--- config.mk ---
export PLATFORM = sky130hd
export DESIGN_NAME = boreal_interconnect_flat
export DESIGN_NICKNAME = d
export VERILOG_FILES = /design/src/rtl/boreal_interconnect_if.sv /design/src/rtl/boreal_interconnect.sv /design/src/flat_wrapper.sv
export SDC_FILE = /design/constraint.sdc
export NUM_CORES = 1
export LEC_CHECK = 0
export ABC_AREA = 0
export CORE_AREA = 2 2 418 420
export DETAILED_ROUTE_END_ITERATION = 6
export DIE_AREA = 0 0 420 422
export GPL_TIMING_DRIVEN = 0
export HOLD_SLACK_MARGIN = 0.08
export PLACE_DENSITY_LB_ADDON = 0.1
export SLEW_MARGIN = 20
export SYNTH_ARGS = -nofsm -noshare
export SYNTH_HDL_FRONTEND = slang
export SYNTH_SLANG_ARGS = --single-unit
export TNS_END_PERCENT = 10
--- constraint.sdc ---
create_clock -name clk -period 6.15 [get_ports clk]
set_input_delay 1.845 -clock clk [delete_from_list [all_inputs] [get_ports clk]]
set_output_delay 1.845 -clock clk [all_outputs]
set_load 0.1 [all_outputs]
--- src/rtl/boreal_interconnect_if.sv ---
// Boreal interconnect bus bundle: both master request/response ports and
// all nine slave ports. The crossbar takes the "slave" view (it serves the
// masters and drives the slave selects); the environment takes "master".
interface boreal_interconnect_if;
  // Public master
  logic        pub_req, pub_wr;
  logic [31:0] pub_addr, pub_wdata, pub_rdata;
  logic [3:0]  pub_strb;
  logic        pub_ack, pub_err;
  // Gate master
  logic        gate_req, gate_wr;
  logic [31:0] gate_addr, gate_wdata, gate_rdata;
  logic [3:0]  gate_strb;
  logic        gate_ack, gate_err;
  // ROM (read-only port, writes complete on rom_ack without a wr strobe)
  logic        rom_sel, rom_ack;
  logic [31:0] rom_addr, rom_rdata;
  // SRAM (only slave with byte strobes)
  logic        sram_sel, sram_wr, sram_ack;
  logic [31:0] sram_addr, sram_wdata, sram_rdata;
  logic [3:0]  sram_strb;
  // Register-style slaves
  logic        dma_sel, dma_wr, dma_ack;
  logic [31:0] dma_addr, dma_wdata, dma_rdata;
  logic        vec_sel, vec_wr, vec_ack;
  logic [31:0] vec_addr, vec_wdata, vec_rdata;
  logic        aimbox_sel, aimbox_wr, aimbox_ack;
  logic [31:0] aimbox_addr, aimbox_wdata, aimbox_rdata;
  logic        dvm_sel, dvm_wr, dvm_ack;
  logic [31:0] dvm_addr, dvm_wdata, dvm_rdata;
  logic        gatereg_sel, gatereg_wr, gatereg_ack;
  logic [31:0] gatereg_addr, gatereg_wdata, gatereg_rdata;
  logic        ledger_sel, ledger_wr, ledger_ack;
  logic [31:0] ledger_addr, ledger_wdata, ledger_rdata;
  logic        priv_sel, priv_wr, priv_ack;
  logic [31:0] priv_addr, priv_wdata, priv_rdata;

  modport slave (
    input  pub_req, pub_wr, pub_addr, pub_wdata, pub_strb,
    output pub_rdata, pub_ack, pub_err,
    input  gate_req, gate_wr, gate_addr, gate_wdata, gate_strb,
    output gate_rdata, gate_ack, gate_err,
    output rom_sel, rom_addr, input rom_rdata, rom_ack,
    output sram_sel, sram_wr, sram_addr, sram_wdata, sram_strb, input sram_rdata, sram_ack,
    output dma_sel, dma_wr, dma_addr, dma_wdata, input dma_rdata, dma_ack,
    output vec_sel, vec_wr, vec_addr, vec_wdata, input vec_rdata, vec_ack,
    output aimbox_sel, aimbox_wr, aimbox_addr, aimbox_wdata, input aimbox_rdata, aimbox_ack,
    output dvm_sel, dvm_wr, dvm_addr, dvm_wdata, input dvm_rdata, dvm_ack,
    output gatereg_sel, gatereg_wr, gatereg_addr, gatereg_wdata, input gatereg_rdata, gatereg_ack,
    output ledger_sel, ledger_wr, ledger_addr, ledger_wdata, input ledger_rdata, ledger_ack,
    output priv_sel, priv_wr, priv_addr, priv_wdata, input priv_rdata, priv_ack
  );

  modport master (
    output pub_req, pub_wr, pub_addr, pub_wdata, pub_strb,
    input  pub_rdata, pub_ack, pub_err,
    output gate_req, gate_wr, gate_addr, gate_wdata, gate_strb,
    input  gate_rdata, gate_ack, gate_err,
    input  rom_sel, rom_addr, output rom_rdata, rom_ack,
    input  sram_sel, sram_wr, sram_addr, sram_wdata, sram_strb, output sram_rdata, sram_ack,
    input  dma_sel, dma_wr, dma_addr, dma_wdata, output dma_rdata, dma_ack,
    input  vec_sel, vec_wr, vec_addr, vec_wdata, output vec_rdata, vec_ack,
    input  aimbox_sel, aimbox_wr, aimbox_addr, aimbox_wdata, output aimbox_rdata, aimbox_ack,
    input  dvm_sel, dvm_wr, dvm_addr, dvm_wdata, output dvm_rdata, dvm_ack,
    input  gatereg_sel, gatereg_wr, gatereg_addr, gatereg_wdata, output gatereg_rdata, gatereg_ack,
    input  ledger_sel, ledger_wr, ledger_addr, ledger_wdata, output ledger_rdata, ledger_ack,
    input  priv_sel, priv_wr, priv_addr, priv_wdata, output priv_rdata, priv_ack
  );
endinterface

--- src/rtl/boreal_interconnect.sv ---
// Boreal two-master / nine-slave single-transfer crossbar.
// Gate has fixed priority; PRIV window is Gate-only. Decode and response
// paths are combinational; an owner register holds the grant across slave
// wait states. Optional slave watchdog: define BOREAL_IC_TIMEOUT_EN.
module boreal_interconnect #(
  parameter int unsigned TIMEOUT_CYCLES = 16,
  parameter logic [31:0] ERR_RDATA      = 32'h0000_0000
) (
  input  logic                 clk,
  input  logic                 rst,
  boreal_interconnect_if.slave bus
);
  localparam int NS = 9;  // 0 ROM,1 SRAM,2 DMA,3 VEC,4 AIMBOX,5 DVM,6 GATEREG,7 LEDGER,8 PRIV
  localparam int PRIV = 8;

  typedef enum logic [1:0] {IDLE, OWN_PUB, OWN_GATE} own_e;
  own_e own_q, own_d;

  logic                 gnt_pub, gnt_gate, gnt;
  logic                 m_wr;
  logic [31:0]          m_addr, m_wdata;
  logic [3:0]           m_strb;
  logic [NS-1:0]        hit, sel, s_ack_v;
  logic [NS-1:0][31:0]  s_rdata_v;
  logic                 illegal, to_fire, x_ack, x_err;
  logic [31:0]          x_rdata;

  if (TIMEOUT_CYCLES == 0) begin : g_bad_timeout
    $error("TIMEOUT_CYCLES must be nonzero");
  end

  // One-hot region decode; all-zero means unmapped.
  function automatic logic [NS-1:0] decode(input logic [31:0] a);
    decode = '0;
    if (a[31:12] == 20'h0_0000) decode[0] = 1'b1;
    else if (a[31:12] >= 20'h0_0001 && a[31:12] <= 20'h0_0004) decode[1] = 1'b1;
    else if (a[31:16] == 16'h1000) begin
      case (a[15:12])
        4'h0: decode[2] = 1'b1;
        4'h1: decode[3] = 1'b1;
        4'h2: decode[4] = 1'b1;
        4'h3: decode[5] = 1'b1;
        4'h4: decode[6] = 1'b1;
        4'h5: decode[7] = 1'b1;
        default: ;
      endcase
    end
    else if (a[31:16] == 16'h2000) decode[PRIV] = 1'b1;
  endfunction

  // Grant: owner keeps the bus while it requests; otherwise Gate beats Public.
  always_comb begin
    gnt_pub  = 1'b0;
    gnt_gate = 1'b0;
    if (!rst) begin
      case (own_q)
        IDLE: begin
          gnt_gate = bus.gate_req;
          gnt_pub  = !bus.gate_req && bus.pub_req;
        end
        OWN_PUB:  gnt_pub  = bus.pub_req;
        OWN_GATE: gnt_gate = bus.gate_req;
        default: ;
      endcase
    end
  end
  assign gnt = gnt_pub | gnt_gate;

  // Request mux and decode; everything reads zero without a grant.
  always_comb begin
    m_wr = 1'b0; m_addr = '0; m_wdata = '0; m_strb = '0;
    if (gnt_gate) begin
      m_wr = bus.gate_wr; m_addr = bus.gate_addr; m_wdata = bus.gate_wdata; m_strb = bus.gate_strb;
    end else if (gnt_pub) begin
      m_wr = bus.pub_wr;  m_addr = bus.pub_addr;  m_wdata = bus.pub_wdata;  m_strb = bus.pub_strb;
    end
    hit     = decode(m_addr);
    illegal = gnt && ((hit == '0) || (hit[PRIV] && gnt_pub));
    sel     = (gnt && !illegal && !to_fire) ? hit : '0;
  end

  assign s_ack_v   = {bus.priv_ack, bus.ledger_ack, bus.gatereg_ack, bus.dvm_ack,
                      bus.aimbox_ack, bus.vec_ack, bus.dma_ack, bus.sram_ack, bus.rom_ack};
  assign s_rdata_v = {bus.priv_rdata, bus.ledger_rdata, bus.gatereg_rdata, bus.dvm_rdata,
                      bus.aimbox_rdata, bus.vec_rdata, bus.dma_rdata, bus.sram_rdata, bus.rom_rdata};

  // Response mux from the selected slave, overridden on error.
  always_comb begin
    x_ack   = 1'b0;
    x_rdata = '0;
    for (int i = 0; i < NS; i++) begin
      if (sel[i]) begin
        x_ack   = x_ack | s_ack_v[i];
        x_rdata = x_rdata | s_rdata_v[i];
      end
    end
    x_err = illegal | (gnt & to_fire);
    if (x_err) x_rdata = ERR_RDATA;
  end

  assign bus.pub_ack    = gnt_pub & x_ack;
  assign bus.pub_err    = gnt_pub & x_err;
  assign bus.pub_rdata  = gnt_pub ? x_rdata : '0;
  assign bus.gate_ack   = gnt_gate & x_ack;
  assign bus.gate_err   = gnt_gate & x_err;
  assign bus.gate_rdata = gnt_gate ? x_rdata : '0;

  assign bus.rom_sel = sel[0]; assign bus.rom_addr = m_addr;
  assign bus.sram_sel = sel[1]; assign bus.sram_wr = m_wr; assign bus.sram_addr = m_addr;
  assign bus.sram_wdata = m_wdata; assign bus.sram_strb = m_strb;
  assign bus.dma_sel = sel[2]; assign bus.dma_wr = m_wr;
  assign bus.dma_addr = m_addr; assign bus.dma_wdata = m_wdata;
  assign bus.vec_sel = sel[3]; assign bus.vec_wr = m_wr;
  assign bus.vec_addr = m_addr; assign bus.vec_wdata = m_wdata;
  assign bus.aimbox_sel = sel[4]; assign bus.aimbox_wr = m_wr;
  assign bus.aimbox_addr = m_addr; assign bus.aimbox_wdata = m_wdata;
  assign bus.dvm_sel = sel[5]; assign bus.dvm_wr = m_wr;
  assign bus.dvm_addr = m_addr; assign bus.dvm_wdata = m_wdata;
  assign bus.gatereg_sel = sel[6]; assign bus.gatereg_wr = m_wr;
  assign bus.gatereg_addr = m_addr; assign bus.gatereg_wdata = m_wdata;
  assign bus.ledger_sel = sel[7]; assign bus.ledger_wr = m_wr;
  assign bus.ledger_addr = m_addr; assign bus.ledger_wdata = m_wdata;
  assign bus.priv_sel = sel[8]; assign bus.priv_wr = m_wr;
  assign bus.priv_addr = m_addr; assign bus.priv_wdata = m_wdata;

  // Owner next state: hold only while the granted transfer is still pending.
  always_comb begin
    own_d = IDLE;
    if (gnt && !x_ack && !x_err) own_d = gnt_gate ? OWN_GATE : OWN_PUB;
  end

  // Owner register.
  always_ff @(posedge clk or posedge rst) begin
    if (rst) own_q <= IDLE;
    else     own_q <= own_d;
  end

`ifdef BOREAL_IC_TIMEOUT_EN
  localparam int CW = $clog2(TIMEOUT_CYCLES + 1);
  logic [CW-1:0] to_cnt_q, to_cnt_d;

  assign to_fire = (own_q != IDLE) && (to_cnt_q == CW'(TIMEOUT_CYCLES));

  // Count owned wait cycles; restart whenever the bus goes back to IDLE.
  always_comb begin
    to_cnt_d = '0;
    if (own_d != IDLE) to_cnt_d = to_cnt_q + 1'b1;
  end

  // Watchdog counter register.
  always_ff @(posedge clk or posedge rst) begin
    if (rst) to_cnt_q <= '0;
    else     to_cnt_q <= to_cnt_d;
  end
`else
  assign to_fire = 1'b0;
`endif
endmodule

--- src/flat_wrapper.sv ---
// flat-port wrapper written by rule: the top's interface ports become plain ports
module boreal_interconnect_flat 
#(
  parameter int unsigned TIMEOUT_CYCLES = 16,
  parameter logic [31:0] ERR_RDATA      = 32'h0000_0000
)
  (clk, rst, bus_pub_req, bus_pub_wr, bus_pub_addr, bus_pub_wdata, bus_pub_strb, bus_pub_rdata, bus_pub_ack, bus_pub_err, bus_gate_req, bus_gate_wr, bus_gate_addr, bus_gate_wdata, bus_gate_strb, bus_gate_rdata, bus_gate_ack, bus_gate_err, bus_rom_sel, bus_rom_addr, bus_rom_rdata, bus_rom_ack, bus_sram_sel, bus_sram_wr, bus_sram_addr, bus_sram_wdata, bus_sram_strb, bus_sram_rdata, bus_sram_ack, bus_dma_sel, bus_dma_wr, bus_dma_addr, bus_dma_wdata, bus_dma_rdata, bus_dma_ack, bus_vec_sel, bus_vec_wr, bus_vec_addr, bus_vec_wdata, bus_vec_rdata, bus_vec_ack, bus_aimbox_sel, bus_aimbox_wr, bus_aimbox_addr, bus_aimbox_wdata, bus_aimbox_rdata, bus_aimbox_ack, bus_dvm_sel, bus_dvm_wr, bus_dvm_addr, bus_dvm_wdata, bus_dvm_rdata, bus_dvm_ack, bus_gatereg_sel, bus_gatereg_wr, bus_gatereg_addr, bus_gatereg_wdata, bus_gatereg_rdata, bus_gatereg_ack, bus_ledger_sel, bus_ledger_wr, bus_ledger_addr, bus_ledger_wdata, bus_ledger_rdata, bus_ledger_ack, bus_priv_sel, bus_priv_wr, bus_priv_addr, bus_priv_wdata, bus_priv_rdata, bus_priv_ack);
  boreal_interconnect_if bus_i ();
  input  logic clk;
  input  logic rst;
  input wire logic [$bits(bus_i.pub_req)-1:0] bus_pub_req;
  input wire logic [$bits(bus_i.pub_wr)-1:0] bus_pub_wr;
  input wire logic [$bits(bus_i.pub_addr)-1:0] bus_pub_addr;
  input wire logic [$bits(bus_i.pub_wdata)-1:0] bus_pub_wdata;
  input wire logic [$bits(bus_i.pub_strb)-1:0] bus_pub_strb;
  output wire logic [$bits(bus_i.pub_rdata)-1:0] bus_pub_rdata;
  output wire logic [$bits(bus_i.pub_ack)-1:0] bus_pub_ack;
  output wire logic [$bits(bus_i.pub_err)-1:0] bus_pub_err;
  input wire logic [$bits(bus_i.gate_req)-1:0] bus_gate_req;
  input wire logic [$bits(bus_i.gate_wr)-1:0] bus_gate_wr;
  input wire logic [$bits(bus_i.gate_addr)-1:0] bus_gate_addr;
  input wire logic [$bits(bus_i.gate_wdata)-1:0] bus_gate_wdata;
  input wire logic [$bits(bus_i.gate_strb)-1:0] bus_gate_strb;
  output wire logic [$bits(bus_i.gate_rdata)-1:0] bus_gate_rdata;
  output wire logic [$bits(bus_i.gate_ack)-1:0] bus_gate_ack;
  output wire logic [$bits(bus_i.gate_err)-1:0] bus_gate_err;
  output wire logic [$bits(bus_i.rom_sel)-1:0] bus_rom_sel;
  output wire logic [$bits(bus_i.rom_addr)-1:0] bus_rom_addr;
  input wire logic [$bits(bus_i.rom_rdata)-1:0] bus_rom_rdata;
  input wire logic [$bits(bus_i.rom_ack)-1:0] bus_rom_ack;
  output wire logic [$bits(bus_i.sram_sel)-1:0] bus_sram_sel;
  output wire logic [$bits(bus_i.sram_wr)-1:0] bus_sram_wr;
  output wire logic [$bits(bus_i.sram_addr)-1:0] bus_sram_addr;
  output wire logic [$bits(bus_i.sram_wdata)-1:0] bus_sram_wdata;
  output wire logic [$bits(bus_i.sram_strb)-1:0] bus_sram_strb;
  input wire logic [$bits(bus_i.sram_rdata)-1:0] bus_sram_rdata;
  input wire logic [$bits(bus_i.sram_ack)-1:0] bus_sram_ack;
  output wire logic [$bits(bus_i.dma_sel)-1:0] bus_dma_sel;
  output wire logic [$bits(bus_i.dma_wr)-1:0] bus_dma_wr;
  output wire logic [$bits(bus_i.dma_addr)-1:0] bus_dma_addr;
  output wire logic [$bits(bus_i.dma_wdata)-1:0] bus_dma_wdata;
  input wire logic [$bits(bus_i.dma_rdata)-1:0] bus_dma_rdata;
  input wire logic [$bits(bus_i.dma_ack)-1:0] bus_dma_ack;
  output wire logic [$bits(bus_i.vec_sel)-1:0] bus_vec_sel;
  output wire logic [$bits(bus_i.vec_wr)-1:0] bus_vec_wr;
  output wire logic [$bits(bus_i.vec_addr)-1:0] bus_vec_addr;
  output wire logic [$bits(bus_i.vec_wdata)-1:0] bus_vec_wdata;
  input wire logic [$bits(bus_i.vec_rdata)-1:0] bus_vec_rdata;
  input wire logic [$bits(bus_i.vec_ack)-1:0] bus_vec_ack;
  output wire logic [$bits(bus_i.aimbox_sel)-1:0] bus_aimbox_sel;
  output wire logic [$bits(bus_i.aimbox_wr)-1:0] bus_aimbox_wr;
  output wire logic [$bits(bus_i.aimbox_addr)-1:0] bus_aimbox_addr;
  output wire logic [$bits(bus_i.aimbox_wdata)-1:0] bus_aimbox_wdata;
  input wire logic [$bits(bus_i.aimbox_rdata)-1:0] bus_aimbox_rdata;
  input wire logic [$bits(bus_i.aimbox_ack)-1:0] bus_aimbox_ack;
  output wire logic [$bits(bus_i.dvm_sel)-1:0] bus_dvm_sel;
  output wire logic [$bits(bus_i.dvm_wr)-1:0] bus_dvm_wr;
  output wire logic [$bits(bus_i.dvm_addr)-1:0] bus_dvm_addr;
  output wire logic [$bits(bus_i.dvm_wdata)-1:0] bus_dvm_wdata;
  input wire logic [$bits(bus_i.dvm_rdata)-1:0] bus_dvm_rdata;
  input wire logic [$bits(bus_i.dvm_ack)-1:0] bus_dvm_ack;
  output wire logic [$bits(bus_i.gatereg_sel)-1:0] bus_gatereg_sel;
  output wire logic [$bits(bus_i.gatereg_wr)-1:0] bus_gatereg_wr;
  output wire logic [$bits(bus_i.gatereg_addr)-1:0] bus_gatereg_addr;
  output wire logic [$bits(bus_i.gatereg_wdata)-1:0] bus_gatereg_wdata;
  input wire logic [$bits(bus_i.gatereg_rdata)-1:0] bus_gatereg_rdata;
  input wire logic [$bits(bus_i.gatereg_ack)-1:0] bus_gatereg_ack;
  output wire logic [$bits(bus_i.ledger_sel)-1:0] bus_ledger_sel;
  output wire logic [$bits(bus_i.ledger_wr)-1:0] bus_ledger_wr;
  output wire logic [$bits(bus_i.ledger_addr)-1:0] bus_ledger_addr;
  output wire logic [$bits(bus_i.ledger_wdata)-1:0] bus_ledger_wdata;
  input wire logic [$bits(bus_i.ledger_rdata)-1:0] bus_ledger_rdata;
  input wire logic [$bits(bus_i.ledger_ack)-1:0] bus_ledger_ack;
  output wire logic [$bits(bus_i.priv_sel)-1:0] bus_priv_sel;
  output wire logic [$bits(bus_i.priv_wr)-1:0] bus_priv_wr;
  output wire logic [$bits(bus_i.priv_addr)-1:0] bus_priv_addr;
  output wire logic [$bits(bus_i.priv_wdata)-1:0] bus_priv_wdata;
  input wire logic [$bits(bus_i.priv_rdata)-1:0] bus_priv_rdata;
  input wire logic [$bits(bus_i.priv_ack)-1:0] bus_priv_ack;
  assign bus_i.pub_req = bus_pub_req;
  assign bus_i.pub_wr = bus_pub_wr;
  assign bus_i.pub_addr = bus_pub_addr;
  assign bus_i.pub_wdata = bus_pub_wdata;
  assign bus_i.pub_strb = bus_pub_strb;
  assign bus_pub_rdata = bus_i.pub_rdata;
  assign bus_pub_ack = bus_i.pub_ack;
  assign bus_pub_err = bus_i.pub_err;
  assign bus_i.gate_req = bus_gate_req;
  assign bus_i.gate_wr = bus_gate_wr;
  assign bus_i.gate_addr = bus_gate_addr;
  assign bus_i.gate_wdata = bus_gate_wdata;
  assign bus_i.gate_strb = bus_gate_strb;
  assign bus_gate_rdata = bus_i.gate_rdata;
  assign bus_gate_ack = bus_i.gate_ack;
  assign bus_gate_err = bus_i.gate_err;
  assign bus_rom_sel = bus_i.rom_sel;
  assign bus_rom_addr = bus_i.rom_addr;
  assign bus_i.rom_rdata = bus_rom_rdata;
  assign bus_i.rom_ack = bus_rom_ack;
  assign bus_sram_sel = bus_i.sram_sel;
  assign bus_sram_wr = bus_i.sram_wr;
  assign bus_sram_addr = bus_i.sram_addr;
  assign bus_sram_wdata = bus_i.sram_wdata;
  assign bus_sram_strb = bus_i.sram_strb;
  assign bus_i.sram_rdata = bus_sram_rdata;
  assign bus_i.sram_ack = bus_sram_ack;
  assign bus_dma_sel = bus_i.dma_sel;
  assign bus_dma_wr = bus_i.dma_wr;
  assign bus_dma_addr = bus_i.dma_addr;
  assign bus_dma_wdata = bus_i.dma_wdata;
  assign bus_i.dma_rdata = bus_dma_rdata;
  assign bus_i.dma_ack = bus_dma_ack;
  assign bus_vec_sel = bus_i.vec_sel;
  assign bus_vec_wr = bus_i.vec_wr;
  assign bus_vec_addr = bus_i.vec_addr;
  assign bus_vec_wdata = bus_i.vec_wdata;
  assign bus_i.vec_rdata = bus_vec_rdata;
  assign bus_i.vec_ack = bus_vec_ack;
  assign bus_aimbox_sel = bus_i.aimbox_sel;
  assign bus_aimbox_wr = bus_i.aimbox_wr;
  assign bus_aimbox_addr = bus_i.aimbox_addr;
  assign bus_aimbox_wdata = bus_i.aimbox_wdata;
  assign bus_i.aimbox_rdata = bus_aimbox_rdata;
  assign bus_i.aimbox_ack = bus_aimbox_ack;
  assign bus_dvm_sel = bus_i.dvm_sel;
  assign bus_dvm_wr = bus_i.dvm_wr;
  assign bus_dvm_addr = bus_i.dvm_addr;
  assign bus_dvm_wdata = bus_i.dvm_wdata;
  assign bus_i.dvm_rdata = bus_dvm_rdata;
  assign bus_i.dvm_ack = bus_dvm_ack;
  assign bus_gatereg_sel = bus_i.gatereg_sel;
  assign bus_gatereg_wr = bus_i.gatereg_wr;
  assign bus_gatereg_addr = bus_i.gatereg_addr;
  assign bus_gatereg_wdata = bus_i.gatereg_wdata;
  assign bus_i.gatereg_rdata = bus_gatereg_rdata;
  assign bus_i.gatereg_ack = bus_gatereg_ack;
  assign bus_ledger_sel = bus_i.ledger_sel;
  assign bus_ledger_wr = bus_i.ledger_wr;
  assign bus_ledger_addr = bus_i.ledger_addr;
  assign bus_ledger_wdata = bus_i.ledger_wdata;
  assign bus_i.ledger_rdata = bus_ledger_rdata;
  assign bus_i.ledger_ack = bus_ledger_ack;
  assign bus_priv_sel = bus_i.priv_sel;
  assign bus_priv_wr = bus_i.priv_wr;
  assign bus_priv_addr = bus_i.priv_addr;
  assign bus_priv_wdata = bus_i.priv_wdata;
  assign bus_i.priv_rdata = bus_priv_rdata;
  assign bus_i.priv_ack = bus_priv_ack;
  boreal_interconnect #(.TIMEOUT_CYCLES(TIMEOUT_CYCLES), .ERR_RDATA(ERR_RDATA)) u_core (.clk(clk), .rst(rst), .bus(bus_i));
endmodule
==> run_results.csv, run 1 <==
group,metric,value,unit
status,run_status,"finished, violations left",
status,violations,"negative setup slack",
floorplan,rows,153,
cts,cts_buffer_depth,2,
detailed_routing,vias,13120,
cells_and_area,n_fill_cell,19655,
cts,root_buffer,"clkbuf_16",
grt,use_met1,0.115,
cells_and_area,drive_above_1_share,0.705,
cts,clock-sinks,2,
critical_path,endpoint_kind,"output port",
sta,hold_viol,0,
critical_path,critical_path.startpoint,"rst",
synthesis,yosysTopAreaCell,"buf_4",
cts,hold_buffers,0,
critical_path,start_kind,"primary input",
synthesis,synth_fa_ha_area_frac,0,
detailed_routing,drt_iter0_drc,625,
placement,portBuffers,1071,
worst_hold_path,whs_path_depth,4,
cts,cts.clk_slew.worst_paths,30,ps
cts,cts_max_level,1,
critical_path,r2r-end,"u_core.own_q[0]$_DFF_PP0_",
synthesis,synth_fp_nets,1573,
floorplan,initial_core_util,0.0466,
critical_path,ff2ff_setup_slack,3330,ps
detailed_routing,drc,0,
synthesis,yosys-top-cells-area,"buf_4 (45%), a22o_1 (7.2%), a21oi_1 (6.2%), mux2i_1 (4.1%), a222oi_1 (4.0%)",
worst_hold_path,holdCritStartpoint,"u_core.own_q[0]$_DFF_PP0_",
sta,tightestPinTransition,1080,ps
cts,clk_latency,220,ps
grt,track_usage,0.119,
synthesis,syn_avg_cell_area,7.10,µm²
critical_path,r2r_cells,9,
synthesis,synth-xor-area-share,0,
grt,grtUsageMet2,0.263,
placement,gp_congestion,0.779,
synthesis,synthesis.area,0.00805,mm²
power_and_ir_drop,pwr_density_cell,145,mW/mm²
sta,setup_slack,-251,ps
synthesis,synth_commonest_cells,"buf_4 (487), a21oi_1 (99), a22o_1 (66)",
grt,overflow,0,
job,drv_cap,0,
synthesis,seq_area_frac_synth,0.00622,
synthesis,synth_top_area_frac,0.454,
synthesis,synth.distinct_cells,58,
grt,grt_max_degree,11,
synthesis,synth_ff_type,"dfrtp_1",
synthesis,synth_compound_area_frac,0.297,
critical_path,criticalPathCategory,"primary input to output port",
detailed_routing,firstDrtPassIters,6,
synthesis,yosysWarnings,0,
synthesis,synthSimpleGateAreaFrac,0.156,
floorplan,die_h,422,µm
power_and_ir_drop,leakage,10.6,nW
synthesis,ys_seq_elements,2,
worst_hold_path,hold_class,"flip-flop to flip-flop",
synthesis,synthMostInstantiatedCell,"buf_4",
detailed_routing,ant_nets,0,
synthesis,synth_cells,1134,
cts,cts_buffers,3,
sta,setup_viol,130,
synthesis,async_flop_share,1.00,
detailed_routing,via_per_inst,2.82,
cells_and_area,layout.nets,2766,
grt,busiest_layer,"met2",
sta,rsz0062_at_grt,"true",
sta,max_freq,0.156,GHz
synthesis,synth_edf_count,0,
sta,finalClockSkew,2.08,ps
cells_and_area,largest_reg_flops,2,
floorplan,core-area,0.173,mm²
sta,finalWorstPathRequiredPeriod,6400,ps
grt,gr-usage-met3,0.0209,
sta,relSlewSlack,0.280,
floorplan,die_w,420,µm
sta,holdWs,1280,ps
cts,cts_tree,"built",
floorplan,ios,1072,
sta,period_share,1.04,
worst_hold_path,min_to,"u_core.own_q[1]$_DFF_PP0_",
synthesis,muxShareOfSynthArea,0.0410,
critical_path,crit_fanout,10,
power_and_ir_drop,vdd.ir_drop.worst,45.9,µV
grt,antenna_found_initial,47,
placement,post-dp-hpwl,99.3,mm
grt,grt_pass1_wl,141,mm
detailed_routing,wire_per_inst,24.4,µm
critical_path,cp.arrival,4560,ps
cells_and_area,reg_top3,"u_core.own_q: 2 flops",
cells_and_area,top_register,"u_core.own_q",
sta,slew_viol_final,0,
critical_path,reg2reg_from,"u_core.own_q[1]$_DFF_PP0_",
cells_and_area,syn2layout_area_growth,229,%
floorplan,dieArea,0.177,mm²
cells_and_area,n_antenna_cell,0,
synthesis,synth_top_family_by_area,"buffers and inverters",
power_and_ir_drop,finalPower,3.83,mW
grt,grt_pass1_vias,13236,
detailed_routing,wl,113,mm
critical_path,crit_required,4300,ps
-- layout by cell type, fill, tap and decap left out, types with 15 or more instances in the layout --
| cell type | netlist | layout |
|---|---|---|
| a22o_4 | 0 | 15 |
| buf_4 | 487 | 808 |
| a21oi_2 | 0 | 24 |
| mux2i_1 | 33 | 27 |
| a22o_2 | 0 | 31 |
| clkdlybuf4s50_1 | 0 | 408 |
| a2111oi_4 | 0 | 30 |
| a21oi_1 | 99 | 15 |
| a222oi_1 | 32 | 32 |
| a21boi_2 | 0 | 17 |
| a21oi_4 | 0 | 60 |
| nor4_4 | 0 | 31 |
| clkbuf_4 | 0 | 17 |
| buf_2 | 15 | 73 |
| clkdlybuf4s15_2 | 0 | 245 |
| nor4bb_4 | 0 | 19 |
| buf_6 | 1 | 29 |
| and2_1 | 39 | 31 |
| clkbuf_2 | 0 | 26 |
| o21ai_0 | 39 | 35 |
| nand2_1 | 36 | 35 |
| a22o_1 | 66 | 20 |
| buf_12 | 0 | 87 |
-- stage by stage --
stage / cells / worst slack, ps / area (µm²) / util / setup TNS, ps
after floorplan: 1134 / -323 / 9070 / - / -69520
after global placement: 4530 / -4180 / 22700 / 0.131 / -1801200
after detailed placement: 4545 / -3170 / 22900 / 0.133 / -1486460
after CTS: 4625 / -438 / 25600 / 0.148 / -69660
after global routing: 4650 / -294 / 26500 / 0.153 / -30040
final: 4650 / -251 / 26500 / 0.153 / -8010
-- report_power, final --
| part | leakage (nW) | total, mW | internal [mW] | switching, mW |
|---|---|---|---|---|
| Sequential | 0.0274 | 0.0153 | 0.0139 | 0.00136 |
| Clock | 0.0370 | 0.0962 | 0.0826 | 0.0136 |
| Combinational | 10.6 | 3.72 | 1.08 | 2.64 |
-- cell type report --
type | count | area (µm²) | area share
Tap cell | 2325 | 2910 | 0.110
Multi-Input combinational cell | 555 | 6830 | 0.258
Clock buffer | 3 | 75.1 | 0.00284
Sequential cell | 2 | 50.0 | 0.00189
Timing Repair Buffer | 1192 | 12000 | 0.454
Inverter | 5 | 22.5 | 0.000851
Buffer | 568 | 4550 | 0.172
-- worst max-delay path by stage --
stage	endpoint	slack, ps
after floorplan	bus_aimbox_sel	-320
after global placement	bus_gate_rdata[11]	-4180
after detailed placement	bus_pub_rdata[1]	-3170
after CTS	bus_gate_rdata[6]	-440
after global routing	bus_pub_rdata[23]	-290
final	bus_pub_rdata[23]	-250
-- worst max-delay path: stages --
cell       delay, ps
buf_12           110
or2_4            270
or3_4            460
o2bb2ai_4        160
buf_12           160
nor3_4            50
buf_6            140
buf_6            130
buf_12           130
a222oi_1         590
buf_4            230
a21oi_4           60
buf_12           200
-- logic make-up after synthesis --
| logic type | Yosys count |
|---|---|
| buf+inv | 577 |
| mux | 33 |
| flops | 2 |
| compound gates | 326 |
| simple gates | 196 |
-- repair_timing --
| action | CTS | global route |
|---|---|---|
| pin swaps | 95 | 82 |
| gates cloned | 5 | 5 |
| endpoints found under the setup margin | 633 | 558 |
| buffers inserted | 76 | 30 |
| resized for setup | 3152 | 313 |
-- layer usage --
metal / up-vias / routed length [µm]
met5: - / 206
met3: 106 / 6090
met4: 30 / 827
li1: 6053 / -
met1: 6350 / 37500
met2: 581 / 68700
(Power assumes the default switching activity.)
==> run 2, diff against run 1 <==
--- a/config.mk
+++ b/config.mk
@@ -7,11 +7,13 @@
 export LEC_CHECK = 0
 export ABC_AREA = 0
-export CORE_AREA = 2 2 418 420
+export CELL_PAD_IN_SITES_DETAIL_PLACEMENT = 2
+export CELL_PAD_IN_SITES_GLOBAL_PLACEMENT = 2
+export CORE_AREA = 2 2 413 415
 export DETAILED_ROUTE_END_ITERATION = 6
-export DIE_AREA = 0 0 420 422
+export DIE_AREA = 0 0 415 417
 export GPL_TIMING_DRIVEN = 0
 export HOLD_SLACK_MARGIN = 0.08
 export PLACE_DENSITY_LB_ADDON = 0.1
-export SLEW_MARGIN = 20
+export SLEW_MARGIN = 0
 export SYNTH_ARGS = -nofsm -noshare
 export SYNTH_HDL_FRONTEND = slang
==> constraint.sdc (replaced) <==
create_clock -name clk -period 6.15 [get_ports clk]
set_input_delay 1.845 -clock clk [delete_from_list [all_inputs] [get_ports clk]]
set_output_delay 1.845 -clock clk [all_outputs]
set_load 0.02 [all_outputs]
==> run 2 against run 1 <==
Against the previous run: the run ends with design-rule violations, negative setup slack left; worst setup slack better by 180 ps; first-iteration DRC count shrank 40%; global-route usage increased by 0.94 points; register-to-register slack gained 130 ps; clock skew barely moved; final area is 6.7% lower; largest power group unchanged; combinational power fell by 42%; clock power increased by 2.3%.
==> run_results.csv, run 2 (synthesized netlist as in run 1, its figures left out) <==
group,metric,value,unit
status,violations,"design-rule violations, negative setup slack",
floorplan,die_w,415,µm
placement,gp_congestion,0.778,
critical_path,crit_fanout,8,
critical_path,crit_buf_inv,7,
detailed_routing,vias,13194,
detailed_routing,wire_per_inst,26.0,µm
sta,setup_slack,-66.6,ps
detailed_routing,ant_nets,0,
power_and_ir_drop,vdd.ir_drop.worst,47.1,µV
grt,grt_max_degree,11,
sta,max_freq,0.161,GHz
worst_hold_path,holdCritStartpoint,"u_core.own_q[0]$_DFF_PP0_",
grt,grt_pass1_vias,14248,
floorplan,ios,1072,
floorplan,die_h,417,µm
critical_path,endpoint_kind,"output port",
sta,hold_viol,0,
cells_and_area,multi_input_comb_area,0.00577,mm²
sta,finalClockSkew,1.69,ps
cts,cts_tree,"built",
floorplan,dieArea,0.173,mm²
cells_and_area,seqCellArea,50.0,µm²
worst_hold_path,hold_class,"flip-flop to flip-flop",
cells_and_area,layout.nets,2744,
floorplan,initial_core_util,0.0478,
cts,clock-sinks,2,
status,run_status,"finished, violations left",
detailed_routing,firstDrtPassIters,7,
sta,finalWorstPathRequiredPeriod,6220,ps
grt,grt_pass1_wl,150,mm
sta,relSlewSlack,0.303,
cts,cts_buffers,3,
critical_path,reg2reg_from,"u_core.own_q[0]$_DFF_PP0_",
placement,place_inst,4428,
cells_and_area,most-common-layout-cells,"clkdlybuf4s50_1 (845), buf_4 (656), a21oi_1 (72)",
cells_and_area,layoutNonFillerInstCount,4529,
floorplan,rows,151,
placement,portBuffers,1071,
cts,cts_buffer_depth,2,
critical_path,critical_path.startpoint,"bus_gate_req",
detailed_routing,drt_iter0_drc,374,
cts,root_buffer,"clkbuf_16",
job,drv_cap,0,
cts,clk_latency,220,ps
sta,tightestPinTransition,1050,ps
power_and_ir_drop,leakage,9.89,nW
cts,cts_max_level,1,
critical_path,cp_cell_sequence,"buf_8 > nor2b_4 > buf_8 > or4_4 > a211o_4 > nor3_4 > buf_6 > buf_12 > buf_8 > a222oi_1 > buf_4 > a21oi_1 > buf_4",
grt,overflow,0,
cells_and_area,syn2layout_area_growth,207,%
cells_and_area,n_fill_cell,19517,
sta,setup_viol,16,
power_and_ir_drop,finalPower,2.27,mW
floorplan,core-area,0.169,mm²
critical_path,slowest_stage,"or4_4",
cts,cts.clk_slew.worst_paths,30,ps
sta,rsz0062_at_grt,"true",
grt,antenna_found_initial,56,
critical_path,path_delay_family,"buffers and inverters",
cells_and_area,mostFrequentLayoutCell,"clkdlybuf4s50_1",
critical_path,max_stage_delay,520,ps
sta,slew_viol_final,0,
grt,track_usage,0.129,
critical_path,cp.arrival,4370,ps
placement,post-dp-hpwl,105,mm
detailed_routing,wl,118,mm
cells_and_area,drive_above_1_share,0.448,
sta,period_share,1.01,
sta,setup_tns,-566,ps
power_and_ir_drop,pwr_density_cell,91.8,mW/mm²
detailed_routing,via_per_inst,2.91,
critical_path,crit_required,4300,ps
critical_path,criticalPathCategory,"primary input to output port",
cells_and_area,largest_reg_flops,2,
critical_path,start_kind,"primary input",
cells_and_area,top_register,"u_core.own_q",
cells_and_area,reg_top3,"u_core.own_q: 2 flops",
critical_path,crit_top_cell,"buf_8",
detailed_routing,drc,4,
## run 2: changes by cell type in the layout (fill, tap and decap cells not counted), sizes merged, moves of 4 or more
cell,previous run,this run
clkdlybuf4s50,408,845
buf,1008,745
clkdlybuf4s15,248,13
dlygate4sd2,14,65
clkdlybuf4s18,8,0
diode,0,8
dlymetal6s2s,14,7
clkbuf,62,66
## run 2: repair_timing
action / 4_1_cts / 5_1_grt
gates cloned: 7 / 0
buffers inserted: 77 / 14
setup endpoints to repair: 633 / 389
hold buffers: 0 / 0
resized for setup: 983 / 176
pin swaps: 126 / 48
## run 2: area by class of cell
cell class | count | area share
diodes | 8 | 0.000811
clock buffers | 3 | 0.00304
flip-flops and latches | 2 | 0.00203
repair buffers | 1169 | 0.460
plain buffers | 569 | 0.188
inverters | 5 | 0.000862
multi-input cells | 555 | 0.234
well taps | 2218 | 0.112
## run 2: path summary, 6_finish.rpt
check,end,slack (ps),depth (start not counted)
setup / recovery,bus_gate_rdata[8],-70,13
hold / removal,u_core.own_q[1]$_DFF_PP0_,1320,4
setup reg to reg,u_core.own_q[0]$_DFF_PP0_,3460,7
hold reg to reg,u_core.own_q[1]$_DFF_PP0_,1320,4
max in group asynchronous,u_core.own_q[0]$_DFF_PP0_,4550,2
min in group asynchronous,u_core.own_q[1]$_DFF_PP0_,1490,2
## run 2: worst register-to-register path, stage by stage, from the launching register on
cell and delay (ps):
dfrtp_1 470, nor2b_4 70, buf_8 130, or4_4 520, a211o_4 430, a221o_1 380, a2111oi_2 370, and4_1 240
## run 2: metrics by stage
stage	hold slack [ps]	setup slack (ps)	area, µm²	utilization
2_1_floorplan	1020	161	8050	-
3_3_place_gp	1400	-3180	21500	0.128
3_5_place_dp	1350	-2800	21600	0.128
4_1_cts	1280	-153	24300	0.144
5_1_grt	1400	-165	24700	0.146
6_report	1320	-66.6	24700	0.146
## run 2: report_power, final
group | internal, mW | switching (mW)
Clock | 0.0828 | 0.0157
Combinational | 1.11 | 1.04
Sequential | 0.0139 | 0.00116
## run 2: per-layer routing
metal / global-route usage / up-vias / wire length, µm
met1: 0.120 / 6562 / 38400
met3: 0.0276 / 110 / 5800
met4: 0.00594 / 36 / 883
met5: 0 / - / 226
met2: 0.286 / 485 / 72300
li1: - / 6001 / -
